File: src/rtl/fetch_unit_if.sv
// rtl/fetch_unit_if.sv - fetch stage bus: instruction memory, redirect and IF buffer signals
// Purpose: bundles every non-clock/reset signal of fetch_unit.
// Ports (master = fetch_unit side):
//   imem_addr       out 16  byte address to instruction memory
//   imem_data       in  32  combinational instruction word
//   redirect_valid  in  1   branch/jump taken
//   redirect_target in  16  new PC byte address
//   if_valid        out 1   IF buffer holds an instruction
//   if_ready        in  1   decode accepts the IF buffer
//   if_inst         out 32  buffered instruction
//   if_pc           out 16  PC of buffered instruction
//   halted          out 1   ECALL/EBREAK fetched
//   fault           out 1   bad fetch address seen
//   fetch_count     out 32  instructions loaded into the buffer
interface fetch_unit_if;
  logic [15:0] imem_addr;
  logic [31:0] imem_data;
  logic        redirect_valid;
  logic [15:0] redirect_target;
  logic        if_valid;
  logic        if_ready;
  logic [31:0] if_inst;
  logic [15:0] if_pc;
  logic        halted;
  logic        fault;
  logic [31:0] fetch_count;

  modport master (
    output imem_addr,
    input  imem_data,
    input  redirect_valid,
    input  redirect_target,
    output if_valid,
    input  if_ready,
    output if_inst,
    output if_pc,
    output halted,
    output fault,
    output fetch_count
  );

  modport slave (
    input  imem_addr,
    output imem_data,
    output redirect_valid,
    output redirect_target,
    input  if_valid,
    output if_ready,
    input  if_inst,
    input  if_pc,
    input  halted,
    input  fault,
    input  fetch_count
  );
endinterface

File: src/rtl/fetch_unit.sv
// rtl/fetch_unit.sv - RISC-V instruction fetch stage with one-entry IF output buffer
// Purpose: owns the PC, fetches from a combinational instruction memory into a
// valid/ready IF buffer, handles redirects, halts on ECALL/EBREAK and stops on
// misaligned or out-of-range fetch addresses.
// Ports:
//   clk    in  1  core clock, rising edge
//   rst_n  in  1  synchronous active-low reset
//   bus    fetch_unit_if.master  memory, redirect and IF buffer signals
module fetch_unit #(
  parameter logic [15:0] RESET_PC  = 16'h0000,
  parameter int          MEM_BYTES = 4096
) (
  input  logic         clk,
  input  logic         rst_n,
  fetch_unit_if.master bus
);

  typedef enum logic [1:0] {ST_RUN, ST_HALT, ST_FAULT} state_e;

  localparam logic [16:0] MEM_LIMIT = 17'(MEM_BYTES);
  localparam logic [31:0] NOP       = 32'h0000_0013;
  localparam logic [31:0] ECALL     = 32'h0000_0073;
  localparam logic [31:0] EBREAK    = 32'h0010_0073;

  state_e      state_q, state_d;
  logic [15:0] pc_q, pc_d;
  logic        if_valid_q, if_valid_d;
  logic [31:0] if_inst_q, if_inst_d;
  logic [15:0] if_pc_q, if_pc_d;
  logic [31:0] fetch_count_q, fetch_count_d;

  logic addr_ok;
  logic redirect_take;
  logic load;
  logic is_trap;

  // 17-bit compare so pc near 16'hFFFF cannot wrap back into range.
  assign addr_ok = (pc_q[1:0] == 2'b00) && (({1'b0, pc_q} + 17'd3) < MEM_LIMIT);
  // Only reset leaves FAULT, so a redirect there is ignored entirely.
  assign redirect_take = bus.redirect_valid && (state_q != ST_FAULT);
  assign load = (state_q == ST_RUN) && addr_ok && (!if_valid_q || bus.if_ready)
                && !bus.redirect_valid;
  assign is_trap = (bus.imem_data == ECALL) || (bus.imem_data == EBREAK);

  always_comb begin
    state_d       = state_q;
    pc_d          = pc_q;
    if_valid_d    = if_valid_q;
    if_inst_d     = if_inst_q;
    if_pc_d       = if_pc_q;
    fetch_count_d = fetch_count_q;

    if (redirect_take) begin
      pc_d       = bus.redirect_target;
      if_valid_d = 1'b0;
      state_d    = ST_RUN;
    end else if (load) begin
      if_inst_d     = bus.imem_data;
      if_pc_d       = pc_q;
      if_valid_d    = 1'b1;
      pc_d          = pc_q + 16'd4;
      fetch_count_d = fetch_count_q + 32'd1;
      if (is_trap) begin
        state_d = ST_HALT;
      end
    end else begin
      if (if_valid_q && bus.if_ready) begin
        if_valid_d = 1'b0;
      end
      if ((state_q == ST_RUN) && !addr_ok) begin
        state_d = ST_FAULT;
      end
    end
  end

  always_ff @(posedge clk) begin
    if (!rst_n) begin
      state_q       <= ST_RUN;
      pc_q          <= RESET_PC;
      if_valid_q    <= 1'b0;
      if_inst_q     <= NOP;
      if_pc_q       <= RESET_PC;
      fetch_count_q <= 32'd0;
    end else begin
      state_q       <= state_d;
      pc_q          <= pc_d;
      if_valid_q    <= if_valid_d;
      if_inst_q     <= if_inst_d;
      if_pc_q       <= if_pc_d;
      fetch_count_q <= fetch_count_d;
    end
  end

  assign bus.imem_addr   = pc_q;
  assign bus.if_valid    = if_valid_q;
  assign bus.if_inst     = if_inst_q;
  assign bus.if_pc       = if_pc_q;
  assign bus.halted      = (state_q == ST_HALT);
  assign bus.fault       = (state_q == ST_FAULT);
  assign bus.fetch_count = fetch_count_q;

endmodule

File: src/flat_wrapper.sv
// flat-port wrapper written by rule: the top's interface ports become plain ports
module fetch_unit_flat 
#(
  parameter logic [15:0] RESET_PC  = 16'h0000,
  parameter int          MEM_BYTES = 4096
)
  (clk, rst_n, bus_imem_addr, bus_imem_data, bus_redirect_valid, bus_redirect_target, bus_if_valid, bus_if_ready, bus_if_inst, bus_if_pc, bus_halted, bus_fault, bus_fetch_count);
  fetch_unit_if bus_i ();
  input  logic clk;
  input  logic rst_n;
  output wire logic [$bits(bus_i.imem_addr)-1:0] bus_imem_addr;
  input wire logic [$bits(bus_i.imem_data)-1:0] bus_imem_data;
  input wire logic [$bits(bus_i.redirect_valid)-1:0] bus_redirect_valid;
  input wire logic [$bits(bus_i.redirect_target)-1:0] bus_redirect_target;
  output wire logic [$bits(bus_i.if_valid)-1:0] bus_if_valid;
  input wire logic [$bits(bus_i.if_ready)-1:0] bus_if_ready;
  output wire logic [$bits(bus_i.if_inst)-1:0] bus_if_inst;
  output wire logic [$bits(bus_i.if_pc)-1:0] bus_if_pc;
  output wire logic [$bits(bus_i.halted)-1:0] bus_halted;
  output wire logic [$bits(bus_i.fault)-1:0] bus_fault;
  output wire logic [$bits(bus_i.fetch_count)-1:0] bus_fetch_count;
  assign bus_imem_addr = bus_i.imem_addr;
  assign bus_i.imem_data = bus_imem_data;
  assign bus_i.redirect_valid = bus_redirect_valid;
  assign bus_i.redirect_target = bus_redirect_target;
  assign bus_if_valid = bus_i.if_valid;
  assign bus_i.if_ready = bus_if_ready;
  assign bus_if_inst = bus_i.if_inst;
  assign bus_if_pc = bus_i.if_pc;
  assign bus_halted = bus_i.halted;
  assign bus_fault = bus_i.fault;
  assign bus_fetch_count = bus_i.fetch_count;
  fetch_unit #(.RESET_PC(RESET_PC), .MEM_BYTES(MEM_BYTES)) u_core (.clk(clk), .rst_n(rst_n), .bus(bus_i));
endmodule
File: config.mk
export PLATFORM = sky130hd
export DESIGN_NAME = fetch_unit_flat
export DESIGN_NICKNAME = d
export VERILOG_FILES = /design/src/rtl/fetch_unit_if.sv /design/src/rtl/fetch_unit.sv /design/src/flat_wrapper.sv
export SDC_FILE = /design/constraint.sdc
export NUM_CORES = 1
export LEC_CHECK = 0
export BUFFER_PORTS_ARGS = -buffer_cell sky130_fd_sc_hd__buf_2
export CAP_MARGIN = 20
export CORE_ASPECT_RATIO = 0.75
export CORE_MARGIN = 2
export CORE_UTILIZATION = 53
export DETAILED_ROUTE_END_ITERATION = 6
export PLACE_DENSITY_LB_ADDON = 0.05
export SYNTH_ARGS = -nofsm -noshare
export SYNTH_HDL_FRONTEND = slang
export SYNTH_SLANG_ARGS = --single-unit
File: constraint.sdc
create_clock -name clk -period 3.02 [get_ports clk]
set_clock_uncertainty 0.1 [all_clocks]
set_input_delay 0.302 -clock clk [delete_from_list [all_inputs] [get_ports clk]]
set_output_delay 0.302 -clock clk [all_outputs]
set_load 0.05 [all_outputs]
Yosys cells after proc, flatten, opt, wreduce, memory -nomap -nowiden:

Cells that the tools add are included.

* add/subtract/negate cells: 3
* $lt $le $gt $ge: 1
* equality and inequality tests: 6
* multiplexer cells: 7
* bitwise logic cells: 2
* reduce and logical (&&, ||, !) cells: 20

Operators by type and width (number)
* $add A32 B1 Y32 const B: 1
* $eq A32 B21 Y1 const B: 1
* $eq A32 B7 Y1 const B: 1
* $mux W16: 2
* $add A16 B2 Y17 const B: 1
* $lt A17 B13 Y1 const B: 1
* $add A16 B3 Y16 const B: 1
* $logic_and A1 B1 Y1: 7
* $mux W2: 3
* $reduce_bool A2 Y1: 3
* $logic_not A2 Y1: 2
* $ne A2 B2 Y1 const B: 2
* $reduce_and A2 Y1: 2
* $logic_not A1 Y1: 3
* $eq A2 B1 Y1 const B: 1
* $eq A2 B2 Y1 const B: 1
* $logic_or A1 B1 Y1: 2
* $mux W1: 2
* $not A1 Y1: 2
* $reduce_or A2 Y1: 1

* register bits: 99
* input bits: 52
* output and inout bits: 99
* word-level logic and storage cells: 45

Longest topological paths before layout:

Gate-level depths: netlist of run 1.

* word-level depth: 8
* gate-level depth with buffers: 8
* depth with buffers taken out: 6

Worst setup path before layout of run 1:

OpenSTA, ideal clock, no wires.

* path type: register to register
* start point: reg u_core.fetch_count_q[4], in the netlist u_core.bus.fetch_count[4]
* end point: reg u_core.fetch_count_q[28], in the netlist u_core.bus.fetch_count[28]
* setup time: 0.070 ns
* arrival: 2.196 ns
* data required time: 2.850 ns
* slack: 0.653 ns
* cell stages (with the launch flop): 6
* buffers on the path: 0
* period minus slack after synthesis: 2.367 ns
* cell sequence: dfxtp_1 nand4_4 nor4_4 nand4_4 or4_1 a21oi_1

* word-level cells in the longest chain between the ends: 1

Ends and longest elaborated chain
* start: declaration: line fetch_unit.sv:30 `logic [31:0] fetch_count_q, fetch_count_d;`
* start signal: assignment: line fetch_unit.sv:90 `fetch_count_q <= fetch_count_d;`
* $add A32 B1 Y32: line fetch_unit.sv:62 `fetch_count_d = fetch_count_q + 32'd1;`

Every way passes these cells.
A chain may end at the register's enable or synchronous reset.

Final worst setup path of run 1:

* start point: reg u_core.fetch_count_q[3], in the netlist u_core.bus.fetch_count[3]
* end point: reg u_core.fetch_count_q[26], in the netlist u_core.bus.fetch_count[26]

Same word-level chain as after synthesis.

==> run summary, run 1 <==
Number of hold violations in the final report - 0
Crit path largest cell delay - 0.63 ns
Syn nets - 550
Total of hold buffers inserted after clock tree synthesis - 0
Number of pins with negative max-slew slack in the final report - 0
Number of inserted diodes - 0
Combined area of all synthesized cells - 4068 sq um
Smallest setup slack after layout - 0.6536 ns
Share of power burned in registers - 50.3%
IR Drop Worst-Case VDD - 0.3323 mV
Routability congestion estimate - 0.7792
TritonCTS clock tree - built
Post-route minimum period - 2.366 ns
Final Net Count - 691
Worst setup SP type - register
Status - completed
Signed area change from the synthesized netlist to the final layout - 25.35%
CORE AREA - 7398 sq um
Clock latency reported for the late side of the worst-skew pair - 0.37 ns
Initial core utilization - 54.98%
CP max-delay cell - sky130_fd_sc_hd__nor4_4
Height of the die - 79.87 um
Count of instances resized after the clock tree is built - 0
# Max-Cap Violations - 0
Cell area power density - 550.6 nW/um^2
Top cell type by total area after synthesis - sky130_fd_sc_hd__dfxtp_1
Final hold slack - 0.06042 ns
Worst hold path class - primary input to register
Power spent charging and discharging nets - 0.9213 mW
Per-cell routed wire length - 14.44 um
Vias after detailed routing - 4,007
Synth Area in Compound Gates - 12.55%
Post-CTS Setup Bufs - 0
Synth Warn # - 0
Part of the power in the clock network - 30.4%
Number of clock sinks - 99
Family of cells with the greatest summed delay on the critical path - simple AND/OR/NAND/NOR gates
DRC Markers - 0
Mean post-synth cell area - 8.201 sq um
Critical setup path kind - register to register
EDFF count, synth - 0
Highest clock frequency the design can meet - 0.4226 GHz
PnR Total Power - 2.808 mW
Depth of the CTS H-tree - 3
Register area share after synthesis - 48.72%
Async set or reset register ratio after synthesis - 0%
Post-synthesis cell count - 496
Post-Synth Adder-Cell Area - 0.6152%
Iter 0 DRT Violations - 257
Via density - 5.393
I/O Buffers - 150
Share of final-layout standard cells stronger than drive strength 1 - 28.19%
Arrival time at the worst endpoint - 2.57 ns
Number of register bits inferred by synthesis - 99
Standard-cell row count - 27
Global-route wire length before repair - 17,280 um
Final critical-path share of the clock period - 78.36%
Initial antenna violation count - 0
Width of the chip - 105.2 um
Clock edge transition at the registers on the reported setup and hold paths - 0.10 ns
Num CTS Buffers - 9
Final global-route overflow total - 0
Final HPWL DP - 7706 um
Pin count of the biggest net entering global routing - 50
Worst-Margin Slew - 0.7676 ns
Leading post-synthesis cells by cell area - sky130_fd_sc_hd__dfxtp_1, sky130_fd_sc_hd__nand2_1, sky130_fd_sc_hd__a21oi_1, sky130_fd_sc_hd__xor2_1, sky130_fd_sc_hd__nand4_1
Unique cell type count in the Yosys netlist - 42
Via count of the first global-routing pass - 3,559
Pint - 1.886 mW
Worst slack at placement - 0.6798 ns
Switching Share - 32.81%
Max clock buf depth - 2
WL final - 10,730 um
Total I/O pin count - 151
Category of the worst setup path capture point - register
Total of fill cells in the finished design - 656
Static leakage - 2.215 nW
WP data required - 3.23 ns
Top cell type's share of synthesized area - 48.72%
Area fraction in and, or, nand and nor cells after synthesis - 29.28%
Top flip-flop cell by instance count after synthesis - sky130_fd_sc_hd__dfxtp_1
Final setup violation count - 0
Largest family of logic cells by synthesized area - simple AND/OR/NAND/NOR gates
Gate power share - 19.4%
Root buffer selected by CTS - sky130_fd_sc_hd__clkbuf_8
Mux share of post-synthesis cell area - 0%
Number of search-and-repair iterations in the first detailed-routing pass - 4
Sum of buffers and inverters on the critical path - 0
Die Footprint - 8399 sq um
Post-synthesis xor/xnor area fraction - 5.168%
Count of nets left with antenna violations after detail routing - 0
Total Routing Usage GR - 25.83%
Setup Total Neg Slack - 0 ns
Setup repair after global routing missed its margin - no
Cells along the critical path - nand4_4 -> nor4_4 -> nand3_1 -> or3_1 -> a21oi_1
Critical-path maximum fanout - 8
Slew headroom - 48.70%
## layer usage
metal	vias up	track usage (%)	share of wire, %
li1	2003	-	-
met1	1845	35.15	46
met2	144	39.35	44
met3	15	8.082	8.0
met4	0	8.000	1.5
met5	-	0	0
## placed cells by master (no fill, tap or decap), drive strengths merged, types with 9 or more instances in the layout
| master | n |
|---|---|
| or3 | 12 |
| nand2 | 115 |
| nand3 | 19 |
| nor4 | 13 |
| nor3 | 9 |
| o21ai | 17 |
| dfxtp | 99 |
| xor2 | 14 |
| nand4 | 19 |
| nor2 | 28 |
| clkbuf | 10 |
| xnor2 | 10 |
| inv | 9 |
| a21oi | 64 |
| buf | 158 |
## cells by family after synthesis
group                      count (synthesis)
xor gates and xnor gates                  24
AOI/OAI and AO/OA                         94
and+or+nand+nor                          241
buffers and inverters                     36
DFF                                       99
adders and majority gates                  2
## synth_stat cells (10+ instances only)
| cell type | instances |
|---|---|
| sky130_fd_sc_hd__nand2_1 | 115 |
| sky130_fd_sc_hd__dfxtp_1 | 99 |
| sky130_fd_sc_hd__a21oi_1 | 64 |
| sky130_fd_sc_hd__nor2_1 | 28 |
| sky130_fd_sc_hd__clkbuf_1 | 19 |
| sky130_fd_sc_hd__nand3_1 | 19 |
| sky130_fd_sc_hd__nand4_1 | 17 |
| sky130_fd_sc_hd__o21ai_0 | 17 |
| sky130_fd_sc_hd__xor2_1 | 14 |
| sky130_fd_sc_hd__or3_1 | 12 |
| sky130_fd_sc_hd__nor4_1 | 11 |
| sky130_fd_sc_hd__xnor2_1 | 10 |
## registers in the layout (all words and copies together) (netlist names)
signal                  flops
u_core.bus.fetch_count     32
u_core.bus.if_inst         32
u_core.bus.if_pc           16
u_core.bus.imem_addr       16
u_core.state_q              2
u_core.bus.if_valid         1
## worst reg2reg max path: cells and delay by family (launching register included)
kind	cells	cell delay, ns
flops	1	0.48
simple gates	4	1.60
compound gates	1	0.14
## through the flow
stage	cell area, sq um	utilization, %	std cells
CTS	5099	68.92	743
global route	5099	68.92	743
finish	5099	68.92	743
global placement	4906	66.31	727
floorplan	4068	-	496
detailed placement	4906	66.31	727
## power by group through the flow
stage	clock [mW]	sequential, mW	combinational [mW]
floorplan	0	1.64	0.194
global placement	0	1.44	0.536
detailed placement	0	1.44	0.542
CTS	0.869	1.41	0.543
global route	0.923	1.42	0.584
finish	0.852	1.41	0.544
## final cells by class
cell class | count | area [sq um] | share of cell area, %
clock buffers | 10 | 127.6 | 2.503
clock inverters | 6 | 65.06 | 1.276
inverters | 8 | 30.03 | 0.5890
multi-input cells | 361 | 1944 | 38.13
flip-flops and latches | 99 | 1982 | 38.87
well taps | 101 | 126.4 | 2.479
repair buffers | 158 | 823.3 | 16.15
## path summary, 6_finish.rpt
kind	to	start	slack (ns)	cells after the start
max reg2reg	u_core.bus.fetch_count[26]	u_core.bus.fetch_count[3]	0.65	5
max	u_core.bus.fetch_count[26]	u_core.bus.fetch_count[3]	0.65	5
min	u_core.bus.if_inst[20]	bus_imem_data[20]	0.06	3
min reg2reg	u_core.bus.if_inst[16]	u_core.bus.if_inst[16]	0.36	2
Note: power is estimated with default switching activity, not from simulation.
==> inputs of run 2 (changes only) <==
--- a/config.mk
+++ b/config.mk
@@ -9,7 +9,7 @@
 export CAP_MARGIN = 20
 export CORE_ASPECT_RATIO = 0.75
 export CORE_MARGIN = 2
-export CORE_UTILIZATION = 53
+export CORE_UTILIZATION = 49
 export DETAILED_ROUTE_END_ITERATION = 6
 export PLACE_DENSITY_LB_ADDON = 0.05
 export SYNTH_ARGS = -nofsm -noshare
==> constraint.sdc (replaced) <==
create_clock -name clk -period 2.2 [get_ports clk]
set_clock_uncertainty 0.1 [all_clocks]
set_input_delay 0.22 -clock clk [delete_from_list [all_inputs] [get_ports clk]]
set_output_delay 0.22 -clock clk [all_outputs]
set_load 0.05 [all_outputs]
==> run summary, run 2 (synthesis gave the netlist of run 1 again) <==
R2r startpoint - u_core.state_q[0]
Worst-Margin Slew - 0.5856 ns (-0.1820 ns)
Total I/O pin count - 151 (unchanged)
CORE AREA - 7988 sq um (+8.0%)
Number of clock sinks - 99 (unchanged)
Standard-cell row count - 28 (+3.7%)
Category of the worst setup path capture point - register
Max clock buf depth - 2 (unchanged)
Final HPWL DP - 7896 um (+2.5%)
Pin count of the biggest net entering global routing - 44 (-12%)
Setup Total Neg Slack - 0 ns (unchanged)
Critical setup path kind - register to register
Via density - 5.298 (-1.8%)
Number of pins with negative max-slew slack in the final report - 0 (unchanged)
Final Net Count - 735 (+6.4%)
WP data required - 2.39 ns (-0.84 ns)
Cells along the critical path - or2_2 -> or3_1 -> nor2_4 -> buf_4 -> nand2_1 -> a21oi_1
Initial antenna violation count - 1 (+1)
Per-cell routed wire length - 14.60 um (+1.2%)
Setup repair after global routing missed its margin - no
Die Footprint - 9054 sq um (+7.8%)
I/O Buffers - 150 (unchanged)
Wire length on met2 - 5178 um (+9.1%)
Final critical-path share of the clock period - 94.39% (+16 points)
Crit path largest cell delay - 0.47 ns (-0.16 ns)
Critical-path maximum fanout - 15 (+7)
Final global-route overflow total - 0 (unchanged)
Clock latency reported for the late side of the worst-skew pair - 0.37 ns (about the same)
Cell area power density - 728.2 nW/um^2 (+32%)
Iter 0 DRT Violations - 241 (-6.2%)
# Max-Cap Violations - 0 (unchanged)
TritonCTS clock tree - built
Share of final-layout standard cells stronger than drive strength 1 - 29.88% (+1.7 points)
Number of cells traversed by the worst register-to-register path - 6 (+1)
CP max-delay cell - sky130_fd_sc_hd__or3_1
Num CTS Buffers - 9 (unchanged)
Worst hold path class - primary input to register
Smallest setup slack after layout - 0.1235 ns (-0.5301 ns)
Most common cell after layout, fill and taps aside - sky130_fd_sc_hd__buf_2
DRC Markers - 0 (unchanged)
Signed area change from the synthesized netlist to the final layout - 37.40%
Clock edge transition at the registers on the reported setup and hold paths - 0.10 ns (about the same)
Worst setup SP type - register
Total of fill cells in the finished design - 661 (+0.76%)
Share of the core filled with cells - 69.97% (+1.1 points)
Static leakage - 2.429 nW (+9.6%)
Arrival time at the worst endpoint - 2.27 ns (-0.30 ns)
Routability congestion estimate - 0.8436 (+8.3%)
Depth of the CTS H-tree - 3 (unchanged)
Sequential cell area - 1996 sq um (+0.69%)
Register-to-register setup slack - 0.12 ns (-0.53 ns)
Global-route wire length before repair - 18,370 um (+6.3%)
Number of hold violations in the final report - 0 (unchanged)
Endpoint of the worst hold-timing path - u_core.bus.if_inst[7]
Reg2reg end - u_core.bus.if_inst[21]
Worst slack at placement - 0.08715 ns (-0.5927 ns)
Total Routing Usage GR - 25.30% (-0.54 points)
Final setup violation count - 0 (unchanged)
PnR Total Power - 4.070 mW (+45%)
Initial core utilization - 50.92% (-4.1 points)
Count of nets left with antenna violations after detail routing - 0 (unchanged)
IR Drop Worst-Case VDD - 0.5908 mV (+78%)
Number of search-and-repair iterations in the first detailed-routing pass - 4 (unchanged)
Post-route minimum period - 2.077 ns (-0.2899 ns)
Width of the chip - 109.2 um (+3.8%)
Slew headroom - 60.88% (+12 points)
Length of routed met3 wiring - 912 um (+5.8%)
Area of the multi-input gates - 1954 sq um (+0.51%)
Startpoint of the worst hold path - bus_imem_data[7]
Post-Route M1 WL - 5228 um (+5.5%)
Depth of the worst hold-timing path - 3 (unchanged)
Root buffer selected by CTS - sky130_fd_sc_hd__clkbuf_8
Vias after detailed routing - 4,196 (+4.7%)
Status - completed
Highest clock frequency the design can meet - 0.4816 GHz (+14%)
Top routing layer in use - met4
Commonest non-fill, non-tap cells in the layout - sky130_fd_sc_hd__buf_2, sky130_fd_sc_hd__nand2_1, sky130_fd_sc_hd__dfxtp_1
Via count of the first global-routing pass - 3,788 (+6.4%)
Height of the die - 82.91 um (+3.8%)
WL final - 11,570 um (+7.8%)
-- run 2: cell type report --
cell class	instances	area share, %
diodes	1	0.04477
clock buffers	11	2.351
clock inverters	5	1.522
inverters	8	0.5373
multi-input cells	361	34.97
flip-flops and latches	99	35.71
well taps	105	2.351
repair buffers	202	22.52
-- run 2: worst max-delay path: cells and delay by family, from the launching register on --
kind / cells / cell delay [ns]
and+or+nand+nor: 4 / 1.15
DFF: 1 / 0.36
buffers and inverters: 1 / 0.24
AOI/OAI and AO/OA: 1 / 0.14
-- run 2: worst max-delay path by stage --
stage,cells past startpoint,start,slack [ns],endpoint
after floorplan,5,u_core.bus.fetch_count[12],0.009,u_core.bus.fetch_count[28]
after global placement,6,bus_redirect_valid,0.19,u_core.bus.fetch_count[28]
after detailed placement,5,u_core.state_q[0],0.09,u_core.bus.fetch_count[28]
after CTS,5,u_core.state_q[0],0.02,u_core.bus.fetch_count[28]
after global routing,6,u_core.state_q[0],0.01,u_core.bus.if_inst[24]
final,6,u_core.state_q[0],0.12,u_core.bus.if_inst[21]
-- run 2: repair_timing --
| action | 4_1_cts | 5_1_grt |
|---|---|---|
| setup buffers | 0 | 4 |
| resized for setup | 0 | 2 |
| endpoints found under the setup margin | 0 | 8 |
| endpoints found under the hold margin | 32 | 0 |
| hold buffers | 32 | 0 |
-- run 2: layer usage --
layer  track usage [%]  up-vias
met5                 0        -
met4             8.285        0
met3             7.300       24
met2             39.64      168
met1             33.52     1911
li1                  -     2093
-- run 2: per-stage QoR --
step / instances / hold slack [ns] / area [sq um]
final: 792 / 0.01113 / 5589
after global placement: 739 / 0.3394 / 5012
after floorplan: 496 / 0.2443 / 4081
after detailed placement: 739 / 0.3443 / 5012
after global routing: 792 / 0.002513 / 5589
after CTS: 787 / 0.00008515 / 5549
-- run 2: power breakdown --
part	internal (mW)	switching (mW)	leakage (nW)
Clock	0.648	0.639	0.104
Sequential	1.87	0.0632	0.810
Combinational	0.261	0.584	1.51
Total	2.78	1.29	2.43
